===== src/rtl/fetch_queue_if.sv =====
// ---------------------------------------------------------------------------
// fetch_queue_if
// Purpose : bundles the fetch-side and decode-side handshake of the 2-wide
//           instruction queue. The queue connects through the slave modport.
//           The fetch/decode environment connects through the master modport.
// Signals :
//   in_valid[2], in_pc[2], in_instr[2]     fetch slots (slot 1 = slot 0 + 4)
//   can_proceed[2]                         per-slot accept back to fetch
//   flush                                  taken branch, drain everything
//   out_valid[2], out_pc[2], out_instr[2]  two oldest entries to decode
//   out_ready[2]                           decode pops slot i
//   count                                  occupied entries
// ---------------------------------------------------------------------------
interface fetch_queue_if #(
  parameter int DEPTH = 8,
  parameter int XLEN  = 32
);
  localparam int CW = $clog2(DEPTH) + 1;

  logic [1:0]           in_valid;
  logic [1:0][XLEN-1:0] in_pc;
  logic [1:0][XLEN-1:0] in_instr;
  logic [1:0]           can_proceed;
  logic                 flush;
  logic [1:0]           out_valid;
  logic [1:0][XLEN-1:0] out_pc;
  logic [1:0][XLEN-1:0] out_instr;
  logic [1:0]           out_ready;
  logic [CW-1:0]        count;

  modport master (
    output in_valid, in_pc, in_instr, flush, out_ready,
    input  can_proceed, out_valid, out_pc, out_instr, count
  );

  modport slave (
    input  in_valid, in_pc, in_instr, flush, out_ready,
    output can_proceed, out_valid, out_pc, out_instr, count
  );
endinterface


===== src/rtl/fetch_queue.sv =====
// ---------------------------------------------------------------------------
// fetch_queue
// Purpose : 2-wide in-order instruction queue between fetch and decode.
//           Up to two {pc, instr} slots are accepted per cycle.
//           Up to two of the oldest entries are popped per cycle.
//           A flush empties the queue and drops the inputs and pops of that
//           cycle.
// Ports   :
//   clk    clock, all state updates on posedge
//   reset  asynchronous, active-low reset
//   fq     fetch_queue_if.slave (fetch slots, can_proceed, flush,
//          decode slots, out_ready, count)
// Config  : FETCH_QUEUE_BYPASS_EN -- when defined, an empty queue forwards
//           the fetch slots straight to the decode ports in the same cycle.
//           Bypassed slots that decode pops in that cycle are not stored.
//           Without it, every entry has a fixed 1-cycle latency.
// Also holds fetch_queue_chk, a simulation-only checker for fetch-side
// protocol misuse.
// ---------------------------------------------------------------------------
module fetch_queue #(
  parameter int DEPTH = 8,
  parameter int XLEN  = 32
) (
  input  logic          clk,
  input  logic          reset,
  fetch_queue_if.slave  fq
);
  localparam int PW = $clog2(DEPTH);
  localparam int CW = PW + 1;

`ifdef FETCH_QUEUE_BYPASS_EN
  localparam bit BYPASS_EN = 1'b1;
`else
  localparam bit BYPASS_EN = 1'b0;
`endif

  // Storage has no reset; validity is tracked by count_r only.
  logic [XLEN-1:0]      pc_mem_r    [DEPTH];
  logic [XLEN-1:0]      instr_mem_r [DEPTH];

  logic [PW-1:0]        head_r;
  logic [PW-1:0]        tail_r;
  logic [CW-1:0]        count_r;
  logic [1:0]           can_proceed_r;
  logic [1:0]           valid_r;

  logic                 byp_s;
  logic                 e0_s, e1_s;
  logic                 d0_s, d1_s;
  logic                 wr0_s, wr1_s;
  logic                 pop0_s, pop1_s;
  logic [PW-1:0]        head1_s;
  logic [PW-1:0]        tail_wr1_s;
  logic [CW-1:0]        count_next_s;
  logic [1:0]           out_valid_s;
  logic [1:0][XLEN-1:0] rd_pc_s;
  logic [1:0][XLEN-1:0] rd_instr_s;

  // Free-slot test. Bit 1 set means two slots are free, bit 0 means one.
  function automatic logic [1:0] space_of(input logic [CW-1:0] cnt);
    logic [CW-1:0] free_v;
    free_v = CW'(DEPTH) - cnt;
    return {free_v >= {{(CW-2){1'b0}}, 2'd2}, free_v >= {{(CW-1){1'b0}}, 1'b1}};
  endfunction

  // Occupancy test that drives the registered decode-side valids.
  function automatic logic [1:0] valid_of(input logic [CW-1:0] cnt);
    return {cnt >= {{(CW-2){1'b0}}, 2'd2}, cnt >= {{(CW-1){1'b0}}, 1'b1}};
  endfunction

  // Handshake decode: accepts, pops, bypass selection and next occupancy.
  always_comb begin
    byp_s   = BYPASS_EN & (count_r == {CW{1'b0}}) & ~fq.flush;
    e0_s    = can_proceed_r[0] & fq.in_valid[0];
    // Slot 1 without slot 0 is never accepted.
    e1_s    = can_proceed_r[1] & fq.in_valid[1] & fq.in_valid[0];
    head1_s = head_r + {{(PW-1){1'b0}}, 1'b1};

    if (byp_s) begin
      out_valid_s = {fq.in_valid[1] & fq.in_valid[0], fq.in_valid[0]};
      rd_pc_s     = fq.in_pc;
      rd_instr_s  = fq.in_instr;
    end else begin
      out_valid_s   = valid_r;
      rd_pc_s[0]    = pc_mem_r[head_r];
      rd_pc_s[1]    = pc_mem_r[head1_s];
      rd_instr_s[0] = instr_mem_r[head_r];
      rd_instr_s[1] = instr_mem_r[head1_s];
    end

    d0_s = out_valid_s[0] & fq.out_ready[0];
    // Slot 1 can only be popped together with slot 0.
    d1_s = d0_s & out_valid_s[1] & fq.out_ready[1];

    if (byp_s) begin
      // Bypassed slots that decode takes this cycle never reach storage.
      // The empty queue has nothing to pop.
      wr0_s  = e0_s & ~d0_s;
      wr1_s  = e1_s & ~d1_s;
      pop0_s = 1'b0;
      pop1_s = 1'b0;
    end else begin
      wr0_s  = e0_s;
      wr1_s  = e1_s;
      pop0_s = d0_s;
      pop1_s = d1_s;
    end

    // Slot 1 goes to tail when slot 0 is not stored (bypass pop of slot 0).
    tail_wr1_s = tail_r + {{(PW-1){1'b0}}, wr0_s};

    if (fq.flush) begin
      count_next_s = {CW{1'b0}};
    end else begin
      count_next_s = count_r
                   + {{(CW-1){1'b0}}, wr0_s} + {{(CW-1){1'b0}}, wr1_s}
                   - {{(CW-1){1'b0}}, pop0_s} - {{(CW-1){1'b0}}, pop1_s};
    end
  end

  // Decode-side data is zero whenever its slot is not valid.
  always_comb begin
    for (int i = 0; i < 2; i++) begin
      if (out_valid_s[i]) begin
        fq.out_pc[i]    = rd_pc_s[i];
        fq.out_instr[i] = rd_instr_s[i];
      end else begin
        fq.out_pc[i]    = {XLEN{1'b0}};
        fq.out_instr[i] = {XLEN{1'b0}};
      end
    end
  end

  assign fq.out_valid   = out_valid_s;
  assign fq.can_proceed = can_proceed_r;
  assign fq.count       = count_r;

  // Pointers, occupancy and the status flags derived from occupancy.
  always_ff @(posedge clk or negedge reset) begin
    if (!reset) begin
      head_r        <= {PW{1'b0}};
      tail_r        <= {PW{1'b0}};
      count_r       <= {CW{1'b0}};
      can_proceed_r <= 2'b11;
      valid_r       <= 2'b00;
    end else begin
      if (fq.flush) begin
        head_r <= {PW{1'b0}};
        tail_r <= {PW{1'b0}};
      end else begin
        // Pointers are exactly PW bits wide, so they wrap modulo DEPTH.
        head_r <= head_r + {{(PW-1){1'b0}}, pop0_s} + {{(PW-1){1'b0}}, pop1_s};
        tail_r <= tail_r + {{(PW-1){1'b0}}, wr0_s} + {{(PW-1){1'b0}}, wr1_s};
      end
      count_r       <= count_next_s;
      can_proceed_r <= space_of(count_next_s);
      valid_r       <= valid_of(count_next_s);
    end
  end

  // Entry storage writes. A flush discards this cycle's fetch slots.
  always_ff @(posedge clk) begin
    if (!fq.flush) begin
      if (wr0_s) begin
        pc_mem_r[tail_r]    <= fq.in_pc[0];
        instr_mem_r[tail_r] <= fq.in_instr[0];
      end
      if (wr1_s) begin
        pc_mem_r[tail_wr1_s]    <= fq.in_pc[1];
        instr_mem_r[tail_wr1_s] <= fq.in_instr[1];
      end
    end
  end
endmodule



===== src/flat_wrapper.sv =====
// flat-port wrapper written by rule: the top's interface ports become plain ports
module fetch_queue_flat 
#(
  parameter int DEPTH = 8,
  parameter int XLEN  = 32
)
  (clk, reset, fq_in_valid, fq_in_pc, fq_in_instr, fq_flush, fq_out_ready, fq_can_proceed, fq_out_valid, fq_out_pc, fq_out_instr, fq_count);
  fetch_queue_if #(.DEPTH(DEPTH), .XLEN(XLEN)) fq_i ();
  input  logic clk;
  input  logic reset;
  input wire logic [$bits(fq_i.in_valid)-1:0] fq_in_valid;
  input wire logic [$bits(fq_i.in_pc)-1:0] fq_in_pc;
  input wire logic [$bits(fq_i.in_instr)-1:0] fq_in_instr;
  input wire logic [$bits(fq_i.flush)-1:0] fq_flush;
  input wire logic [$bits(fq_i.out_ready)-1:0] fq_out_ready;
  output wire logic [$bits(fq_i.can_proceed)-1:0] fq_can_proceed;
  output wire logic [$bits(fq_i.out_valid)-1:0] fq_out_valid;
  output wire logic [$bits(fq_i.out_pc)-1:0] fq_out_pc;
  output wire logic [$bits(fq_i.out_instr)-1:0] fq_out_instr;
  output wire logic [$bits(fq_i.count)-1:0] fq_count;
  assign fq_i.in_valid = fq_in_valid;
  assign fq_i.in_pc = fq_in_pc;
  assign fq_i.in_instr = fq_in_instr;
  assign fq_i.flush = fq_flush;
  assign fq_i.out_ready = fq_out_ready;
  assign fq_can_proceed = fq_i.can_proceed;
  assign fq_out_valid = fq_i.out_valid;
  assign fq_out_pc = fq_i.out_pc;
  assign fq_out_instr = fq_i.out_instr;
  assign fq_count = fq_i.count;
  fetch_queue #(.DEPTH(DEPTH), .XLEN(XLEN)) u_core (.clk(clk), .reset(reset), .fq(fq_i));
endmodule

===== config.mk =====
export PLATFORM = sky130hd
export DESIGN_NAME = fetch_queue_flat
export DESIGN_NICKNAME = d
export VERILOG_FILES = /design/src/rtl/fetch_queue_if.sv /design/src/rtl/fetch_queue.sv /design/src/flat_wrapper.sv
export SDC_FILE = /design/constraint.sdc
export NUM_CORES = 1
export LEC_CHECK = 0
export CAP_MARGIN = 40
export CORE_MARGIN = 5
export CORE_UTILIZATION = 39
export CTS_CLUSTER_DIAMETER = 150
export DETAILED_ROUTE_END_ITERATION = 10
export GPL_TIMING_DRIVEN = 1
export HOLD_SLACK_MARGIN = 0.05
export PLACE_DENSITY = 0.65
export REMOVE_ABC_BUFFERS = 1
export SETUP_SLACK_MARGIN = 0.1
export SLEW_MARGIN = 10
export SYNTH_ARGS = -nofsm -noshare
export SYNTH_HDL_FRONTEND = slang
export SYNTH_SLANG_ARGS = --single-unit

===== constraint.sdc =====
create_clock -name clk -period 6.9 [get_ports clk]
set_input_delay 0.69 -clock clk [delete_from_list [all_inputs] [get_ports clk]]
set_output_delay 0.69 -clock clk [all_outputs]
set_load 0.01 [all_outputs]

# Yosys cells after proc, flatten, opt, wreduce, memory -nomap -nowiden
# Memories as Yosys holds them, arrays and structs flattened.
# Index checks and enable logic that the tools add are counted.
dict set report totals {
  mem_bits_rw 512
  output_inout_bits 136
  register_bits 14
  n_memories 2
  in_bits 135
}
dict set report op_classes {
  magnitude_cmp 4
  n_bitwise 6
  n_mux 13
  n_addsub 10
}
# name depth word_bits read_ports rd_ports_with_merged_regs write_ports line_no
set memory_table {}
lappend memory_table {u_core.instr_mem_r 8 32 2 0 2 fetch_queue.sv:39} ;# logic [XLEN-1:0] instr_mem_r [DEPTH];
lappend memory_table {u_core.pc_mem_r 8 32 2 0 2 fetch_queue.sv:38} ;# logic [XLEN-1:0] pc_mem_r [DEPTH];
# op n
set ops {}
lappend ops {{$mux W32} 4}
lappend ops {{$add A3 B1 Y3} 4}
lappend ops {{$add A4 B1 Y4} 2}
lappend ops {{$ge A4 B1 Y1 const B} 2}
lappend ops {{$ge A4 B2 Y1 const B} 2}
lappend ops {{$sub A4 B1 Y4} 2}
lappend ops {{$and A1 B1 Y1} 6}
lappend ops {{$mux W1} 6}
lappend ops {{$mux W3} 2}
lappend ops {{$mux W4} 1}
lappend ops {{$sub A4 B4 Y4 const A} 1}
lappend ops {{$add A3 B1 Y3 const B} 1}

# Logic depth before layout (Yosys ltp)
# Gate-level depths: netlist (run 1).
dict set report logic_depth {
  ltp_word 8
  depth_mapped 15
  depth_no_buf 14
}

# Worst setup path before layout (run 1)
# Ideal clock, no wire load.
dict set report synth_path {
  path_type {input -> register}
  start {input port fq_flush}
  end {memory u_core.instr_mem_r[0][0] (enable)}
  stages 3
  slack_ps 337
  setup_time_ps 581
  t_required_ps 6319
  arrival_time_ps 5982
  cell_sequence {buf_2 -> or3_1 -> o31ai_1}
}
# item line_no
set synth_rtl {}
lappend synth_rtl {{from (decl)} flat_wrapper.sv:14} ;# input wire logic [$bits(fq_i.flush)-1:0] fq_flush;
lappend synth_rtl {{to (decl)} fetch_queue.sv:39}

# Final worst setup path (run 1)
dict set report layout_path {
  start {register u_core.head_r[0]}
  end {output port fq_out_pc[63]}
}
dict set report layout_between {
  elab_chain_len 3
}
# item line_no
set layout_lines {}
lappend layout_lines {{from (decl)} fetch_queue.sv:41} ;# logic [PW-1:0] head_r;
lappend layout_lines {{from (signal assigned)} fetch_queue.sv:141} ;# head_r <= {PW{1'b0}};
lappend layout_lines {{from (signal assigned)} fetch_queue.sv:148} ;# head_r <= {PW{1'b0}};
lappend layout_lines {{from (signal assigned)} fetch_queue.sv:152} ;# head_r <= head_r + {{(PW-1){1'b0}}, pop0_s} + {{(PW-1){1'b0}}, pop1_s};
lappend layout_lines {{$add A3 B1 Y3} fetch_queue.sv:77} ;# head1_s = head_r + {{(PW-1){1'b0}}, 1'b1};
lappend layout_lines {{$mem_v2 Z8 W32} --}
lappend layout_lines {{$mux W32} fetch_queue.sv:124} ;# if (out_valid_s[i]) begin
lappend layout_lines {{to (decl)} flat_wrapper.sv:18} ;# output wire logic [$bits(fq_i.out_pc)-1:0] fq_out_pc;
# Every way passes these cells.

==> results of run 1 <==
-- area by class of cell --
type / count / share of cell area (%)
Antenna cell: 11 / 0.07534
Timing Repair Buffer: 321 / 8.958
Sequential cell: 526 / 43.09
Inverter: 14 / 0.1473
Multi-Input combinational cell: 1100 / 39.08
Clock inverter: 39 / 0.8321
Tap cell: 1050 / 3.596
Clock buffer: 71 / 4.222
-- routing by layer --
metal	track usage, %	vias up	wire, um
met3	4.448	128	6538
met2	35.76	758	45940
met1	28.78	9921	38780
li1	-	7858	-
met4	5.556	6	1943
met5	0	-	39
-- per-stage QoR --
| stage | area, um^2 | setup WS [ns] |
|---|---|---|
| global placement | 34450 | 2.118 |
| global route | 36530 | 1.500 |
| detailed placement | 34640 | 2.163 |
| finish | 36540 | 1.817 |
| floorplan | 29880 | -3.496 |
| CTS | 36480 | 1.820 |
-- power breakdown --
part           internal (mW)  leakage [nW]  switching (mW)
Clock                   1.73         0.899            1.31
Combinational           2.73          6.24            2.53
Sequential              3.78          4.80           0.237
Total                   8.24          11.9            4.08
-- synthesized netlist by cell type (4+ instances only) --
| cell | instances | area (um^2) |
|---|---|---|
| sky130_fd_sc_hd__edfxtp_1 | 512 | 15370 |
| sky130_fd_sc_hd__mux2_2 | 375 | 4223 |
| sky130_fd_sc_hd__mux4_2 | 256 | 5766 |
| sky130_fd_sc_hd__nand2_1 | 132 | 495.5 |
| sky130_fd_sc_hd__mux2_4 | 98 | 1471 |
| sky130_fd_sc_hd__a21boi_0 | 64 | 480.5 |
| sky130_fd_sc_hd__a22o_1 | 64 | 560.5 |
| sky130_fd_sc_hd__buf_2 | 55 | 275.3 |
| sky130_fd_sc_hd__buf_6 | 40 | 450.4 |
| sky130_fd_sc_hd__mux2_1 | 39 | 439.2 |
| sky130_fd_sc_hd__clkbuf_1 | 37 | 138.9 |
| sky130_fd_sc_hd__buf_4 | 14 | 105.1 |
| sky130_fd_sc_hd__inv_1 | 14 | 52.55 |
| sky130_fd_sc_hd__dfrtp_1 | 12 | 300.3 |
| sky130_fd_sc_hd__ha_1 | 12 | 150.1 |
| sky130_fd_sc_hd__nor2_1 | 7 | 26.28 |
| sky130_fd_sc_hd__nor3_2 | 6 | 60.06 |
| sky130_fd_sc_hd__o21bai_1 | 6 | 45.04 |
| sky130_fd_sc_hd__xnor2_1 | 5 | 43.79 |
| sky130_fd_sc_hd__buf_1 | 4 | 15.01 |
| sky130_fd_sc_hd__fa_1 | 4 | 80.08 |
| sky130_fd_sc_hd__nand2b_1 | 4 | 25.02 |
| sky130_fd_sc_hd__nand3_1 | 4 | 20.02 |
| sky130_fd_sc_hd__nor2b_1 | 4 | 25.02 |
-- cells in the final DEF (no fill, tap or decap), types with 5 or more instances in the layout --
master,n
sky130_fd_sc_hd__a22o_1,64
sky130_fd_sc_hd__ha_1,11
sky130_fd_sc_hd__buf_16,5
sky130_fd_sc_hd__clkinv_1,17
sky130_fd_sc_hd__mux2_1,39
sky130_fd_sc_hd__o21bai_4,6
sky130_fd_sc_hd__mux2_2,375
sky130_fd_sc_hd__a21boi_0,64
sky130_fd_sc_hd__xnor2_1,5
sky130_fd_sc_hd__mux2_4,98
sky130_fd_sc_hd__nand2_1,132
sky130_fd_sc_hd__diode_2,11
sky130_fd_sc_hd__inv_1,13
sky130_fd_sc_hd__clkdlybuf4s50_1,270
sky130_fd_sc_hd__nor3_4,6
sky130_fd_sc_hd__clkbuf_16,60
sky130_fd_sc_hd__buf_12,7
sky130_fd_sc_hd__nor2_1,7
sky130_fd_sc_hd__edfxtp_1,512
sky130_fd_sc_hd__clkinv_2,12
sky130_fd_sc_hd__dfrtp_1,8
sky130_fd_sc_hd__buf_4,39
sky130_fd_sc_hd__mux4_2,256
sky130_fd_sc_hd__clkbuf_1,11
-- registers in the layout (all words and copies together), names as in the netlist --
name	count
u_core.fq.can_proceed	2
u_core.fq.count	4
u_core.fq.out_valid	2
u_core.head_r	3
u_core.instr_mem_r	256
u_core.pc_mem_r	256
u_core.tail_r	3
-- cell families (layout without fill, tap and decap cells) --
| family | count (synthesis) | in the layout | share of synthesized area (%) |
|---|---|---|---|
| AOI/OAI and AO/OA | 138 | 138 | 3.604 |
| xor gates and xnor gates | 8 | 8 | 0.2959 |
| adders and majority gates | 16 | 16 | 0.7459 |
| buffers and inverters | 164 | 445 | 3.361 |
| DFF | 526 | 526 | 50.96 |
| muxes | 768 | 768 | 38.55 |
| other | 0 | 11 | 0 |
| and+or+nand+nor | 170 | 170 | 2.485 |
-- path summary, 6_finish.rpt --
check | start | to | slack [ns]
max in group asynchronous | reset | u_core.head_r[0] | 5.87
setup / recovery | u_core.head_r[0] | fq_out_pc[63] | 1.82
min in group clk | u_core.fq.count[3] | u_core.fq.count[3] | 0.81
setup reg to reg | u_core.fq.out_valid[0] | u_core.fq.can_proceed[0] | 2.89
hold reg to reg | u_core.fq.count[3] | u_core.fq.count[3] | 0.81
hold / removal | reset | u_core.fq.count[0] | 0.50
-- critical path: cells and delay by family (launching register included) --
family / cells / cell delay, ns
mux: 1 / 0.56
buf+inv: 4 / 1.70
compound gates: 1 / 0.30
flops: 1 / 0.88
==> flow_results.org, run 1 <==
** Outcome
- The flow ran to the end, and the final reports show no timing, DRC or antenna violations.

** STA
- The hold violation count in the final report is 0.
- For the final routed database, the setup TNS stands at 0 ns.
- Actual slew at the worst max-slew pin :: 1.036 ns
- The tightest hold path in the finished design has a slack of 0.5039 ns.
- Total of endpoints with negative setup slack in the final report :: 0
- The worst path in the final design needs a cycle of 5.083 ns, including I/O delays and setup.
- Worst Clk Skew :: 0.01744 ns
- Of the available clock period, the critical path in the final layout requires 73.66%.
- Setup repair after global routing left no endpoint under its margin.
- The worst pin sits at a relative slew slack of 30.95%.
- Final count of pins violating max slew :: 0
- Fmax :: 0.1968 GHz

** Clock tree
- Maximum clock insertion buffer count :: 3
- Deepest level of the CTS H-tree :: 2
- After clock tree synthesis, the clock-pin slew on the worst setup and hold paths is 0.06 ns.
- Hold buffer count at CTS :: 0
- TritonCTS clock tree :: done
- Root buffer cell :: sky130_fd_sc_hd__clkbuf_16
- Postcts setup bufs :: 0
- Number of buffers inserted during clock tree synthesis :: 59
- Post-cts repair resize count :: 0
- The later pin in the worst-skew pair is clocked with a latency of 0.62 ns.
- Clock sink count :: 526

** Detailed routing
- In the final routed layout, each cell accounts on average for 29.77 um.
- Final Routed Wirelength :: 93,240 um
- Remaining antenna violation count after routing :: 0
- The final route contains 18,670 vias.
- Remaining design rule violation count :: 0
- Using the TritonRoute via totals, the vias-per-cell ratio works out to 5.961.
- First-pass DRT Iterations :: 5
- DR iter-0 viols :: 1,649

** Cells and area
- After the last flow step, the layout net total stands at 2,173.
- Once layout is complete, the utilization of the core stands at 46.40%.
- Compared with the post-synthesis result, the final layout area differs by 18.38%.
- The finished layout holds 3,132 standard cells, fillers aside.
- The sequential cells in the finished layout cover a total of 15,740 um^2.
- Filler Cell Count :: 6,723
- In the final layout, the multi-input gates occupy 14,280 um^2.
- Of the cells placed in the final design, the portion with a size suffix greater than 1 is 43.12%.

** Worst hold path
- Type of the worst min-delay path :: in -> async

** Critical path
- Counting cells, the worst reg-to-reg path comes to 12.
- The worst setup path is launched from a flip-flop.
- In this run the worst path has a maximum fanout of 102.
- The worst setup path is captured at an output pin.
- Slowest cell on the critical path :: sky130_fd_sc_hd__dfrtp_4
- The critical path is of the reg -> out type.
- Worst path required time :: 6.21 ns
- Worst endpoint data arrival time :: 4.39 ns
- Traced cell by cell, the critical path runs through buf_12, buf_4, buf_16, mux4_2, a22o_1, clkdlybuf4s50_1.
- Slowest stage delay, CP :: 0.88 ns

** Placement
- Buffers placed on the I/O ports in this run total 270.
- Detailed placement finished with a half-perimeter wire length of 53,690 um.
- Placed instance count :: 3,010
- Routability congestion estimate :: 0.7652

** Synth
- Avg Synthesized Cell Area :: 17.24 um^2
- Counting every instance in the synthesized netlist gives 1,790.
- Register area share after synthesis :: 50.96%
- Yosys warns :: 0
- Flip-flop cell with the highest count after synthesis :: sky130_fd_sc_hd__edfxtp_1
- After synthesis, the share of flip-flops with an asynchronous set or reset is 2.662%.
- Number of flops mapped to enable cells by yosys :: 512
- In this run the cell area of the synthesized design comes to 30,860 um^2.
- In this run, synthesis produced a sequential element count of 526.
- In this run, distinct cell masters in the synthesized netlist total 41.

** Floorplan
- Initial standard-cell utilization of the core :: 39.20%
- Area of the core region :: 78,740 um^2
- Measured along the x axis, the die boundary spans 291.3 um.
- The die covers 84,870 um^2.
- I/O pin total :: 271
- Die span in y :: 291.3 um
- Std cell rows :: 103

** Global route
- Antenna violations before repair :: 13
- GR Util All Layers :: 21.41%
- Global-route wire length before repair :: 136,200 um
- Via count of the first global-routing pass :: 19,990
- Entering global routing, the biggest net connects 114 pins.
- Summed over all layers, the global routing overflow is 0.

** Pwr
- Standby leakage power :: 11.94 nW
- Dividing total power by cell area gives a power density of 337.3 nW/um^2.
- Final total power :: 12.32 mW
- Maximum vdd drop :: 231.9 uV

** Flow run
- The tool flagged a number of max-cap violations equal to 0.
No activity file was read; power rests on OpenSTA's default activity.
==> run 2, diff against run 1 <==
- clock period: 6.9 -> 4.7 ns (I/O delays scaled with it)
==> flow_results.org, run 2 (synthesis gave the netlist of run 1 again) <==
** STA
- The hold violation count in the final report was 0.
- Tcrit/Tclk final :: 88.31%
- Actual slew at the worst max-slew pin :: 0.8851 ns
- Headroom to the max-slew limit came out at 40.57%.
- On the final layout, the worst clock skew is 0.02350 ns.
- After layout, the worst setup slack is 0.5496 ns.
- Setup repair after global routing left no endpoint under its margin.
- After layout, the minimum clock period comes to 4.150 ns.
- For this run, the top clock speed supported by timing is 0.2409 GHz.
- Setup violations remaining at the end of the flow were counted as 0.
- Final count of pins violating max slew :: 0

** Critical path
- Kind of cell adding the most delay to the critical path :: buffers and inverters
- Crit path buffers/inverters :: 2
- For the worst setup path, the data required time is 4.23 ns.
- List of cells traversed by the critical path :: ha_4, xnor2_1, and2_4, buf_12, a22o_1, clkdlybuf4s50_1
- The critical path is of the reg -> out type.
- In this run the worst path has a maximum fanout of 34.
- Critical path capture point type :: output pin
- For this design, the slowest cell found on the critical path is sky130_fd_sc_hd__dfrtp_4.
- STA puts the critical path data arrival time at 3.68 ns.
- The worst setup path is launched from a flip-flop.
- In this design, the stage delay of the slowest critical-path cell is 0.66 ns.

** Clock tree
- The number of setup buffers added after CTS is 0.
- Deepest level of the CTS H-tree :: 2
- The clock passes through at most 3 buffers.
- Buffers inserted during clock tree synthesis total 59.
- Post-cts repair resize count :: 0
- Root buffer cell :: sky130_fd_sc_hd__clkbuf_16
- The clock reaches the later pin of the worst-skew pair after 0.63 ns.
- Worst-path clk slew :: 0.06 ns
- Clock sink count :: 526
- For this design, the CTS-stage hold fixing added 0 buffers.
- TritonCTS clock tree :: done

** Detailed routing
- For this block, the initial DRC count from the detailed router was 1,774.
- Routed via count divided by cell count :: 5.936
- Vias :: 18,570
- After detailed routing, the number of remaining DRC violations is 0.
- Mean routed wirelength per cell :: 29.48 um
- In this run the remaining antenna-violating nets after routing total 0.
- Final Routed Wirelength :: 92,210 um
- The first detailed-routing pass took 7 iterations.

** Pwr
- Power per Cell Area :: 496.5 nW/um^2
- Maximum vdd drop :: 601.2 uV
- Summed over all cells, the static leakage comes to 11.92 nW.

** Outcome
- Run status :: complete, no violations

** Floorplan
- Initial standard-cell utilization of the core :: 39.20%
- Area of the core region :: 78,740 um^2
- Area enclosed by the die boundary :: 84,870 um^2
- Measured along the y axis, the die boundary spans 291.3 um.
- In this run the count of I/O pins placed on the die edge is 271.
- The die is 291.3 um wide.
- The floorplan has 103 rows.

** Global route
- GR Util All Layers :: 21.20%
- The first global-routing pass estimated 135,700 um of wire.
- The total overflow left after global routing is 0.
- Largest net degree at the start of global routing :: 103
- The number of global-route vias before repair was 20,010.
- The number of antenna violations at the first check in global routing was 15.

** Cells and area
- Commonest cells after routing, fill and taps aside :: 512 x sky130_fd_sc_hd__edfxtp_1, 375 x sky130_fd_sc_hd__mux2_2, 270 x sky130_fd_sc_hd__clkdlybuf4s50_1
- Ratio of cells with drive above 1 in the final layout :: 43.27%
- Compared with the post-synthesis result, the final layout area differs by 18.51%.
- The finished cells cover 36,580 um^2.
- For this run, the share of the core covered by cells in the final layout is 46.45%.
- Total Nets Final :: 2,168
- Leading cell type in the layout, fill and taps excluded :: sky130_fd_sc_hd__edfxtp_1
- After filler insertion, the fill cell instance count of the layout stands at 6,712.

** Placement
- Detailed placer's ending HPWL :: 51,710 um
- Routability congestion estimate :: 0.7796
- Post-placement setup slack :: 0.7634 ns
- Once placement finished, the instance area stood at 34,700 um^2.
- Number of buffers added on ports :: 270

** Worst hold path
- Type of the worst min-delay path :: in -> async

** Flow run
- Across the run, the number of max-cap violations was 0.
run 2: cell types whose count changed in the layout (fill, tap and decap cells not counted), moves of 3 or more:
| cell | change |
|---|---|
| sky130_fd_sc_hd__clkinv_1 | -9 |
| sky130_fd_sc_hd__buf_12 | +12 |
| sky130_fd_sc_hd__buf_16 | -4 |
| sky130_fd_sc_hd__clkinv_2 | +4 |
| sky130_fd_sc_hd__diode_2 | +3 |
| sky130_fd_sc_hd__buf_4 | -13 |
run 2: cell type report:
type,count,area [um^2],area share (%)
Sequential cell,526,15740,43.04
Inverter,14,53.80,0.1471
Antenna cell,14,35.03,0.09578
Clock inverter,36,320.3,0.8757
Clock buffer,72,1525,4.170
Timing Repair Buffer,316,3306,9.038
Multi-Input combinational cell,1100,14280,39.04
Tap cell,1050,1314,3.592
run 2: stage by stage:
| step | std cells | setup TNS (ns) | power (mW) | hold WS, ns |
|---|---|---|---|---|
| floorplan | 1640 | -1683.72 | 10.85 | 0.1744 |
| global placement | 3005 | 0 | 13.68 | 0.7741 |
| detailed placement | 3006 | 0 | 13.80 | 0.7896 |
| CTS | 3114 | 0 | 18.36 | 0.2411 |
| global route | 3124 | 0 | 18.99 | 0.2747 |
| finish | 3128 | 0 | 18.16 | 0.2584 |
run 2: power breakdown:
| group | switching (mW) | internal (mW) |
|---|---|---|
| Clock | 1.96 | 2.57 |
| Combinational | 3.85 | 4.02 |
| Sequential | 0.211 | 5.55 |
run 2: worst reg2reg max path, stage by stage (launching register included):
cell and delay [ns]:
sky130_fd_sc_hd__dfrtp_4 0.48, sky130_fd_sc_hd__and2_1 0.18, sky130_fd_sc_hd__nand3_1 0.13, sky130_fd_sc_hd__inv_1 0.08, sky130_fd_sc_hd__fa_1 0.50, sky130_fd_sc_hd__fa_1 0.40, sky130_fd_sc_hd__inv_1 0.08, sky130_fd_sc_hd__ha_1 0.14
sky130_fd_sc_hd__inv_1 0.05, sky130_fd_sc_hd__fa_1 0.63, sky130_fd_sc_hd__nand3b_1 0.13, sky130_fd_sc_hd__xnor2_1 0.18, sky130_fd_sc_hd__or4b_1 0.45
run 2: final timing paths:
check / start / endpoint / slack [ns] / depth (start not counted)
worst min-delay path: reset / u_core.fq.count[0] / 0.26 / 1
worst min register to register: u_core.fq.count[3] / u_core.fq.count[3] / 0.79 / 2
worst max register to register: u_core.fq.out_valid[0] / u_core.fq.can_proceed[0] / 1.20 / 12
max in group asynchronous: reset / u_core.fq.out_valid[0] / 3.95 / 1
worst max-delay path: u_core.head_r[1] / fq_out_instr[57] / 0.55 / 6
min in group clk: fq_out_ready[1] / u_core.head_r[0] / 0.67 / 4
run 2: metal layers:
layer / track usage, % / share of wire [%] / vias to the layer above
met1: 28.80 / 41 / 9844
met5: 0 / 0.022 / -
li1: - / - / 7840
met3: 3.372 / 6.6 / 120
met4: 5.127 / 1.7 / 2
met2: 36.03 / 51 / 762
==> run 3, diff against run 2 <==
- CAP_MARGIN: 40 -> unset
==> flow_results.org, run 3 (synthesis gave the netlist of run 1 again) <==
** Critical path
- The signal on the critical path passes through ha_4, xnor2_1, and2_4, buf_12, a22o_1, clkdlybuf4s50_1.
- Kind of cell adding the most delay to the critical path :: buffers and inverters
- Worst endpoint data arrival time :: 3.72 ns
- STA classifies the critical path startpoint as a flip-flop.
- Slowest cell on the critical path :: sky130_fd_sc_hd__dfrtp_4
- Worst path required time :: 4.23 ns
- For this run, the slowest stage of the critical path takes 0.66 ns.
- The worst setup path is captured at an output pin.
- Together, buffers and inverters on the worst path number 2.
- Max Fanout on Critical Path :: 34
- Worst Path Class, Setup :: reg -> out

** Clock tree
- Root buffer cell :: sky130_fd_sc_hd__clkbuf_16
- In this run the post-CTS setup repair buffer count came out at 0.
- Maximum clock insertion buffer count :: 3
- Clock latency reported for the late side of the worst-skew pair :: 0.62 ns
- Clock tree synthesis found a total of 526 sinks.
- Post-cts repair resize count :: 0
- After clock tree synthesis, the clock-pin slew on the worst setup and hold paths is 0.06 ns.
- The H-tree generated during clock tree synthesis spans 2 levels.
- Hold buffer count at CTS :: 0
- Number of buffers inserted during clock tree synthesis :: 60
- TritonCTS built the clock tree.

** Detailed routing
- In the routed design, unresolved DRC markers number 0.
- Dividing the detail-routed via count by the number of cells gives 5.966.
- Mean routed wirelength per cell :: 29.47 um
- For this block, the via count after detailed routing is 18,610.
- DR iter-0 viols :: 1,750
- First-pass DRT Iterations :: 7
- Final Routed Wirelength :: 91,930 um
- The detail route stage leaves a number of antenna-violating nets equal to 0.

** Placement
- Summing all placed instances gives a cell area of 34,670 um^2.
- Summed over all nets, the half-perimeter wirelength after detailed placement is 51,410 um.
- At the end of routability-driven placement, the weighted congestion stood at 0.7796.
- The count of buffers added on input and output ports is 270.

** Cells and area
- After routing the design area is 36,480 um^2.
- The final layout contains 2,168 nets.
- In the final layout, the share of cells above drive strength 1 is 43.02%.
- Leading cell type in the layout, fill and taps excluded :: sky130_fd_sc_hd__edfxtp_1
- Core Util, Final :: 46.33%
- Commonest cells after routing, fill and taps aside :: 512 x sky130_fd_sc_hd__edfxtp_1, 375 x sky130_fd_sc_hd__mux2_2, 270 x sky130_fd_sc_hd__clkdlybuf4s50_1
- Relative to the synthesized area, the layout overhead comes to 18.19%.

** Pwr
- Power per Cell Area :: 494.0 nW/um^2
- The design draws 18.02 mW.
- Power share of the clock group :: 24.3%
- Of the total power, combinational logic draws 43.7%.
- Net switching power of the design :: 6.012 mW
- Registers are responsible for 32.0% of the overall power.
- IR analysis of the VDD net gives a maximum drop of 369.6 uV.
- Standby leakage power :: 11.89 nW
- The internal portion of the total power is 12.01 mW.
- Net Sw Frac :: 33.36%

** STA
- Fmax :: 0.2387 GHz
- Setup repair after global routing left no endpoint under its margin.
- The routed design could run at a clock period as short as 4.190 ns.
- Worst Clk Skew :: 0.01391 ns
- WHS :: 0.2652 ns
- Actual slew at the worst max-slew pin :: 0.9816 ns
- The final number of max-transition violations is 0.
- The hold violation count in the final report was 0.
- Tcrit/Tclk final :: 89.14%
- Total of endpoints with negative setup slack in the final report :: 0
- Max_slew headroom :: 34.39%
- Final-layout setup total negative slack :: 0 ns

** Floorplan
- Area enclosed by the die boundary :: 84,870 um^2
- Area of the core region :: 78,740 um^2
- In this run the count of I/O pins placed on the die edge is 271.
- Initial standard-cell utilization of the core :: 39.20%
- The die is 291.3 um tall.
- Std cell rows :: 103
- The floorplan step set the die width to 291.3 um.

** Global route
- The first global-routing pass estimated 134,100 um of wire.
- The number of antenna violations at the first check in global routing was 10.
- GR Util All Layers :: 21.00%
- Via count of the first global-routing pass :: 19,720
- Largest net degree at the start of global routing :: 103
- Total grt overflow :: 0

** Outcome
- Run status :: complete, no violations

** Worst hold path
- The min-delay analysis places its worst path in the category in -> async.

** Flow run
- Count of maximum capacitance violations :: 0
## run 3: power groups by stage
stage	Clock [mW]	Combinational (mW)	Sequential [mW]
after detailed placement	0	7.95	5.85
final	4.38	7.88	5.76
after global routing	4.65	8.37	5.79
after CTS	4.47	7.97	5.76
after global placement	0	7.84	5.84
after floorplan	0	4.63	6.22
## run 3: layer usage
layer	up-vias	share of wire, %	track usage (%)
met3	155	6.9	3.891
li1	7833	-	-
met2	777	50	35.38
met5	-	0.022	0
met4	2	2.5	5.255
met1	9846	41	28.36
## run 3: per-stage QoR
| stage | setup slack, ns | cells |
|---|---|---|
| after global placement | 0.7999 | 3005 |
| after detailed placement | 0.7293 | 3005 |
| final | 0.5103 | 3120 |
| after floorplan | -5.696 | 1640 |
| after CTS | 0.4641 | 3112 |
| after global routing | 0.3766 | 3117 |
## run 3: final cells by class
| type | count | area (um^2) |
|---|---|---|
| Fill cell | 6698 | 42260 |
| Sequential cell | 526 | 15740 |
| Multi-Input combinational cell | 1100 | 14280 |
| Timing Repair Buffer | 315 | 3278 |
| Clock buffer | 74 | 1597 |
| Tap cell | 1050 | 1314 |
| Clock inverter | 33 | 193.9 |
| Inverter | 14 | 53.80 |
| Antenna cell | 8 | 20.02 |
## run 3: path summary, 6_finish.rpt
check	from	end	slack (ns)	cells past startpoint
max	u_core.head_r[1]	fq_out_pc[63]	0.51	6
min	reset	u_core.tail_r[0]	0.27	1
max reg2reg	u_core.fq.out_valid[0]	u_core.fq.can_proceed[0]	1.14	12
min reg2reg	u_core.fq.count[3]	u_core.fq.count[3]	0.79	2
max in group asynchronous	reset	u_core.head_r[2]	3.95	1
min in group clk	fq_out_ready[1]	u_core.head_r[0]	0.65	4
## run 3: worst reg2reg max path, delay by kind of cell, from the launching register on
family,cells,cell delay (ns)
xor gates and xnor gates,1,0.21
adders and majority gates,4,1.68
DFF,1,0.48
buffers and inverters,3,0.21
and+or+nand+nor,4,0.90
